### config.mk
export PLATFORM = sky130hd
export DESIGN_NAME = wb_arbiter2
export DESIGN_NICKNAME = d
export VERILOG_FILES = /design/src/rtl/wb_arb_pkg.sv /design/src/rtl/wb_arb_watchdog.sv /design/src/rtl/wb_arbiter2.sv
export SDC_FILE = /design/constraint.sdc
export NUM_CORES = 1
export LEC_CHECK = 0
export ABC_AREA = 1
export CAP_MARGIN = 0
export CORE_AREA = 3 3 83 85
export DETAILED_ROUTE_END_ITERATION = 12
export DIE_AREA = 0 0 86 88
export DONT_BUFFER_PORTS = 1
export PLACE_DENSITY = 0.51
export SKIP_LAST_GASP = 1
export SYNTH_ARGS = -nofsm -noshare
export SYNTH_HDL_FRONTEND = slang
export SYNTH_HIERARCHICAL = 1
export SYNTH_SLANG_ARGS = --single-unit
### constraint.sdc
create_clock -name clk_i -period 2.85 [get_ports clk_i]
set_clock_uncertainty 0.15 [all_clocks]
set_input_delay 0.285 -clock clk_i [delete_from_list [all_inputs] [get_ports clk_i]]
set_output_delay 0.285 -clock clk_i [all_outputs]
set_load 0.1 [all_outputs]
### src/rtl/wb_arb_pkg.sv
`default_nettype none
// ============================================================================
// Module   : wb_arb_pkg
// Purpose  : Shared state encoding and grant constants for wb_arbiter2.
// Revision : 1.0 - initial release
// ============================================================================
package wb_arb_pkg;

    localparam logic [1:0] ST_IDLE = 2'd0;
    localparam logic [1:0] ST_GNT0 = 2'd1;
    localparam logic [1:0] ST_GNT1 = 2'd2;
    localparam logic [1:0] ST_TERM = 2'd3;

    typedef enum logic [1:0] {
        IDLE = ST_IDLE,
        GNT0 = ST_GNT0,
        GNT1 = ST_GNT1,
        TERM = ST_TERM
    } state_t;

    localparam logic [1:0] GNT_NONE = 2'b00;
    localparam logic [1:0] GNT_M0   = 2'b01;
    localparam logic [1:0] GNT_M1   = 2'b10;

endpackage
`default_nettype wire

### src/rtl/wb_arb_watchdog.sv
`default_nettype none
// ============================================================================
// Module   : wb_arb_watchdog
// Purpose  : Counts unacknowledged strobe cycles; flags the last allowed one.
// Revision : 1.0 - initial release
// ============================================================================
module wb_arb_watchdog #(
    parameter int TIMEOUT = 255,
    parameter int TO_W    = 8
) (
    input  logic clk_i,
    input  logic rst_i,
    input  logic en_i,
    input  logic clr_i,
    output logic expire_o
);

    localparam logic            c_enabled = (TIMEOUT != 0);
    localparam logic [TO_W-1:0] c_last    = TO_W'((TIMEOUT == 0) ? 0 : TIMEOUT - 1);

    logic [TO_W-1:0] r_count;

    always_ff @(posedge clk_i or posedge rst_i) begin
        if (rst_i) begin
            r_count <= '0;
        end else if (clr_i) begin
            r_count <= '0;
        end else if (en_i) begin
            r_count <= r_count + 1'b1;
        end
    end

    // Fires in the cycle the count reaches its limit with ack still missing.
    assign expire_o = c_enabled && en_i && (r_count == c_last);

endmodule
`default_nettype wire

### src/rtl/wb_arbiter2.sv
`default_nettype none
// ============================================================================
// Module   : wb_arbiter2
// Purpose  : Two-master / one-slave Wishbone arbiter with registered grant
//            and a watchdog that aborts cycles the slave never acknowledges.
// Revision : 1.0 - initial release
// ============================================================================
module wb_arbiter2 #(
    parameter int DATA_W    = 16,
    parameter int ADDR_W    = 32,
    parameter int FIXED_PRI = 0,
    parameter int TIMEOUT   = 255,
    parameter int TO_W      = 8
) (
    input  logic                clk_i,
    input  logic                rst_i,
    input  logic [ADDR_W-1:0]   m0_adr_i,
    input  logic [DATA_W-1:0]   m0_dat_i,
    output logic [DATA_W-1:0]   m0_dat_o,
    input  logic [DATA_W/8-1:0] m0_sel_i,
    input  logic                m0_we_i,
    input  logic                m0_cyc_i,
    input  logic                m0_stb_i,
    output logic                m0_ack_o,
    output logic                m0_err_o,
    input  logic [ADDR_W-1:0]   m1_adr_i,
    input  logic [DATA_W-1:0]   m1_dat_i,
    output logic [DATA_W-1:0]   m1_dat_o,
    input  logic [DATA_W/8-1:0] m1_sel_i,
    input  logic                m1_we_i,
    input  logic                m1_cyc_i,
    input  logic                m1_stb_i,
    output logic                m1_ack_o,
    output logic                m1_err_o,
    output logic [ADDR_W-1:0]   s_adr_o,
    output logic [DATA_W-1:0]   s_dat_o,
    input  logic [DATA_W-1:0]   s_dat_i,
    output logic [DATA_W/8-1:0] s_sel_o,
    output logic                s_we_o,
    output logic                s_cyc_o,
    output logic                s_stb_o,
    input  logic                s_ack_i,
    output logic [1:0]          gnt_o
);

    import wb_arb_pkg::*;

    state_t r_state;
    state_t w_state_nxt;
    logic   r_last;        // 0 = m0 held the most recent grant, 1 = m1
    logic   w_last_nxt;
    logic   r_err;
    logic   w_wd_en;
    logic   w_wd_clr;
    logic   w_expire;
    logic   w_owner_cyc;

    always_ff @(posedge clk_i or posedge rst_i) begin
        if (rst_i) begin
            r_state <= IDLE;
            r_last  <= 1'b1;
            r_err   <= 1'b0;
        end else begin
            r_state <= w_state_nxt;
            r_last  <= w_last_nxt;
            r_err   <= w_expire;
        end
    end

    assign w_owner_cyc = r_last ? m1_cyc_i : m0_cyc_i;

    always_comb begin
        w_state_nxt = r_state;
        w_last_nxt  = r_last;
        case (r_state)
            IDLE: begin
                if (m0_cyc_i && m1_cyc_i) begin
                    // Round-robin hands the tie to whoever was not served last.
                    if ((FIXED_PRI != 0) || r_last) begin
                        w_state_nxt = GNT0;
                        w_last_nxt  = 1'b0;
                    end else begin
                        w_state_nxt = GNT1;
                        w_last_nxt  = 1'b1;
                    end
                end else if (m0_cyc_i) begin
                    w_state_nxt = GNT0;
                    w_last_nxt  = 1'b0;
                end else if (m1_cyc_i) begin
                    w_state_nxt = GNT1;
                    w_last_nxt  = 1'b1;
                end
            end
            GNT0: begin
                if (!m0_cyc_i) begin
                    w_state_nxt = IDLE;
                end else if (w_expire) begin
                    w_state_nxt = TERM;
                end
            end
            GNT1: begin
                if (!m1_cyc_i) begin
                    w_state_nxt = IDLE;
                end else if (w_expire) begin
                    w_state_nxt = TERM;
                end
            end
            TERM: begin
                if (!w_owner_cyc) begin
                    w_state_nxt = IDLE;
                end
            end
            default: w_state_nxt = IDLE;
        endcase
    end

    always_comb begin
        s_adr_o  = '0;
        s_dat_o  = '0;
        s_sel_o  = '0;
        s_we_o   = 1'b0;
        s_cyc_o  = 1'b0;
        s_stb_o  = 1'b0;
        m0_ack_o = 1'b0;
        m1_ack_o = 1'b0;
        m0_dat_o = '0;
        m1_dat_o = '0;
        gnt_o    = GNT_NONE;
        case (r_state)
            GNT0: begin
                s_adr_o  = m0_adr_i;
                s_dat_o  = m0_dat_i;
                s_sel_o  = m0_sel_i;
                s_we_o   = m0_we_i;
                s_cyc_o  = m0_cyc_i;
                s_stb_o  = m0_stb_i;
                m0_ack_o = s_ack_i;
                m0_dat_o = s_dat_i;
                gnt_o    = GNT_M0;
            end
            GNT1: begin
                s_adr_o  = m1_adr_i;
                s_dat_o  = m1_dat_i;
                s_sel_o  = m1_sel_i;
                s_we_o   = m1_we_i;
                s_cyc_o  = m1_cyc_i;
                s_stb_o  = m1_stb_i;
                m1_ack_o = s_ack_i;
                m1_dat_o = s_dat_i;
                gnt_o    = GNT_M1;
            end
            // Slave side is already released; only the grant indication remains.
            TERM:    gnt_o = r_last ? GNT_M1 : GNT_M0;
            default: gnt_o = GNT_NONE;
        endcase
    end

    assign m0_err_o = r_err && !r_last;
    assign m1_err_o = r_err &&  r_last;

    assign w_wd_en  = ((r_state == GNT0) || (r_state == GNT1)) && s_stb_o && !s_ack_i;
    assign w_wd_clr = !w_wd_en;

    wb_arb_watchdog #(
        .TIMEOUT (TIMEOUT),
        .TO_W    (TO_W)
    ) u_watchdog (
        .clk_i    (clk_i),
        .rst_i    (rst_i),
        .en_i     (w_wd_en),
        .clr_i    (w_wd_clr),
        .expire_o (w_expire)
    );

endmodule
`default_nettype wire

==> out/qor.txt <==
Yosys warns = 6
Most common cell in the synthesized netlist = nand2_1
Top layer in use = met5
Post-synth top cells = nand2_1 (177), a21oi_1 (57), inv_1 (53)
Synth top area cells = nand2_1 (34%), a21oi_1 (15%), dfrtp_1 (14%)
Final period util = 0.896
Final Non-Filler Cells = 524
Worst Tran Pin Value = 0.823 ns
Crit path DAT = 2.12 ns
Clock tree from TritonCTS = done
Longest Clk Path Bufs = 2
Die W = 86 µm
Post-Synthesis Cells = 369
Critical-path maximum fanout = 51
Slowest CP cell = dfrtp_1
Top FF cell, synth = dfrtp_1
Post-CTS Hold Buffers = 1
Post-synthesis xor/xnor area fraction = 0
# rows = 29
Hold WC Path Type = primary input to flop
Die Y = 88 µm
Yosys top cell area share = 0.340
Met2 WL = 4.49 mm
Rel. slew slack = 0.451
Routability cong. = 0.872
Syn avg cell area = 5.30 µm²
# diodes = 0
DP HPWL = 7.06 mm
Slew Limit Fails = 0
Largest net degree at the start of global routing = 52
RSZ-0062 raised after global routing = false
Die Area = 7570 µm²
EDFF count, synth = 0
Total CTS buffers = 3
Drt initial violations = 73
Flops & latches, synth = 12
Largest incremental delay on the critical path = 0.46 ns
Min Hold Slack = 0.0366 ns
Antenna viol nets, final = 0
Layout overhead on the synthesized area = 80.0%
Port-buffer cells = 0
Multiplexer share of the synthesized area = 0
Met3 wire len = 956 µm
Top-level port count = 216
Adder-cell share of the synthesized area = 0.0512
Post-CTS setup buffers = 0
H-tree depth = 1
Register Area = 302 µm²
Distinct cells, synth = 22
Post-synth ARST share = 1.00
Drt total wl = 8.65 mm
Vias in the first global route = 2427
Area fraction in compound gates after synthesis = 0.157
Initial Utilization = 0.312
Clock latency at the later pin of the worst-skew pair = 0.25 ns
M1 WL = 3.14 mm
Fin. Hold Viols = 0
Worst path top cell family by delay = buffers and inverters
Drc violations = 0
Largest family of logic cells by synthesized area = simple AND/OR/NAND/NOR gates
DR vias = 2576
Simple-Gate Fraction of Synth Area = 0.447
DR vias/cell = 4.92
Initial antenna violation count = 1
Multi-input gate area = 1490 µm²
PnR worst setup slack = 0.297 ns
Placed Cells = 519
Cell Area, Synth = 1960 µm²
Min Tclk post-route = 2.55 ns
Yosys top cell by area = nand2_1
Synthesized Nets = 502
Pre-antenna DRT Iters = 4
Gr usage total = 0.214
Max Cap Viol = 0
CP cell instances = inv_1 -> ha_1 -> buf_4 -> nand2_1 -> a21oi_2 -> buf_12
Fraction of final layout cells with drive strength greater than 1 = 0.385
Clock root buffer = clkbuf_8
Grt total ovfl = 0
Final number of setup-violating endpoints = 0
# resized after CTS = 0
Routed len/inst = 16.5 µm
Crit. End Element = output port
CP bufs+invs = 3
Critical Path RT = 2.41 ns
Core Box Area = 6280 µm²
Outcome = complete, no violations
Place WS = 0.429 ns
Setup Crit Path Kind = flop to output port
Nets = 581
Seq/Total Area, Yosys = 0.154
Clock transition at the registers of the reported paths = 0.06 ns
First-pass GRT wire length = 12.8 mm
Clock tree sinks = 12
Filler instances = 595
CP startpoint kind = flop
Fmax = 392 MHz
[through the flow]
step           utilization  instance area, µm²  TNS [ns]
2_1_floorplan            -                1960     -4.87
3_3_place_gp         0.550                3450         0
3_5_place_dp         0.550                3450         0
4_1_cts              0.561                3520         0
5_1_grt              0.561                3520         0
6_report             0.561                3520         0
[cell usage in the layout (no fill, tap or decap), drive strengths merged]
cell	n
dfstp	1
nand2	181
a21oi	57
dlygate4sd3	1
o22ai	1
buf	94
o21ai	3
ha	8
nor3	2
nand3	10
inv	56
nor2	16
nor4	1
dfrtp	11
clkbuf	4
nand3b	1
[registers in the layout, summed over array words and instances, names as in the netlist]
signal              count
r_state                 2
r_err                   1
r_last                  1
u_watchdog/r_count      8
[cell families (layout without fill, tap and decap cells)]
logic type | Yosys count | after routing
adders and majority gates | 8 | 8
buffers and inverters | 77 | 155
and+or+nand+nor | 211 | 211
DFF | 12 | 12
AOI/OAI and AO/OA | 61 | 61
[cell type report]
cell class | instances | area share
repair buffers | 95 | 0.388
flip-flops and latches | 12 | 0.0857
inverters | 56 | 0.0597
clock buffers | 4 | 0.0156
multi-input cells | 280 | 0.423
well taps | 77 | 0.0274
[worst paths after layout]
kind / to / cells after the start / from / slack (ns)
min in group asynchronous: r_err$_DFF_PP0_ / 2 / rst_i / 0.24
hold reg to reg: u_watchdog/r_count[5]$_DFFE_PP0P_ / 2 / u_watchdog/r_count[5]$_DFFE_PP0P_ / 0.40
setup / recovery: s_adr_o[29] / 6 / r_state[0]$_DFFE_PP0P_ / 0.30
hold / removal: r_last$_DFFE_PP1P_ / 2 / m1_cyc_i / 0.04
max in group asynchronous: u_watchdog/r_count[7]$_DFFE_PP0P_ / 2 / rst_i / 2.02
setup reg to reg: r_state[0]$_DFFE_PP0P_ / 12 / r_state[1]$_DFFE_PP0P_ / 0.32
[routing by layer]
metal | vias up | GRT usage
li1 | 1267 | -
met4 | 2 | 0.0317
met2 | 108 | 0.392
met5 | - | 0
met3 | 8 | 0.0800
met1 | 1191 | 0.241
[worst register-to-register path, cell delays in order, from the launching register on]
cell and delay, ns:
dfrtp_1 0.48, inv_1 0.14, ha_1 0.31, inv_2 0.09, nor3_2 0.39, nand2_1 0.12
nor4_1 0.32, inv_1 0.11, nand2_1 0.08, nand3_1 0.09, nand2_1 0.08, nand2_1 0.05
nand2_1 0.05
Power is left out: the tool's default activity adds up to more than one toggle a clock period on the data nets, which glitch-free logic cannot reach.
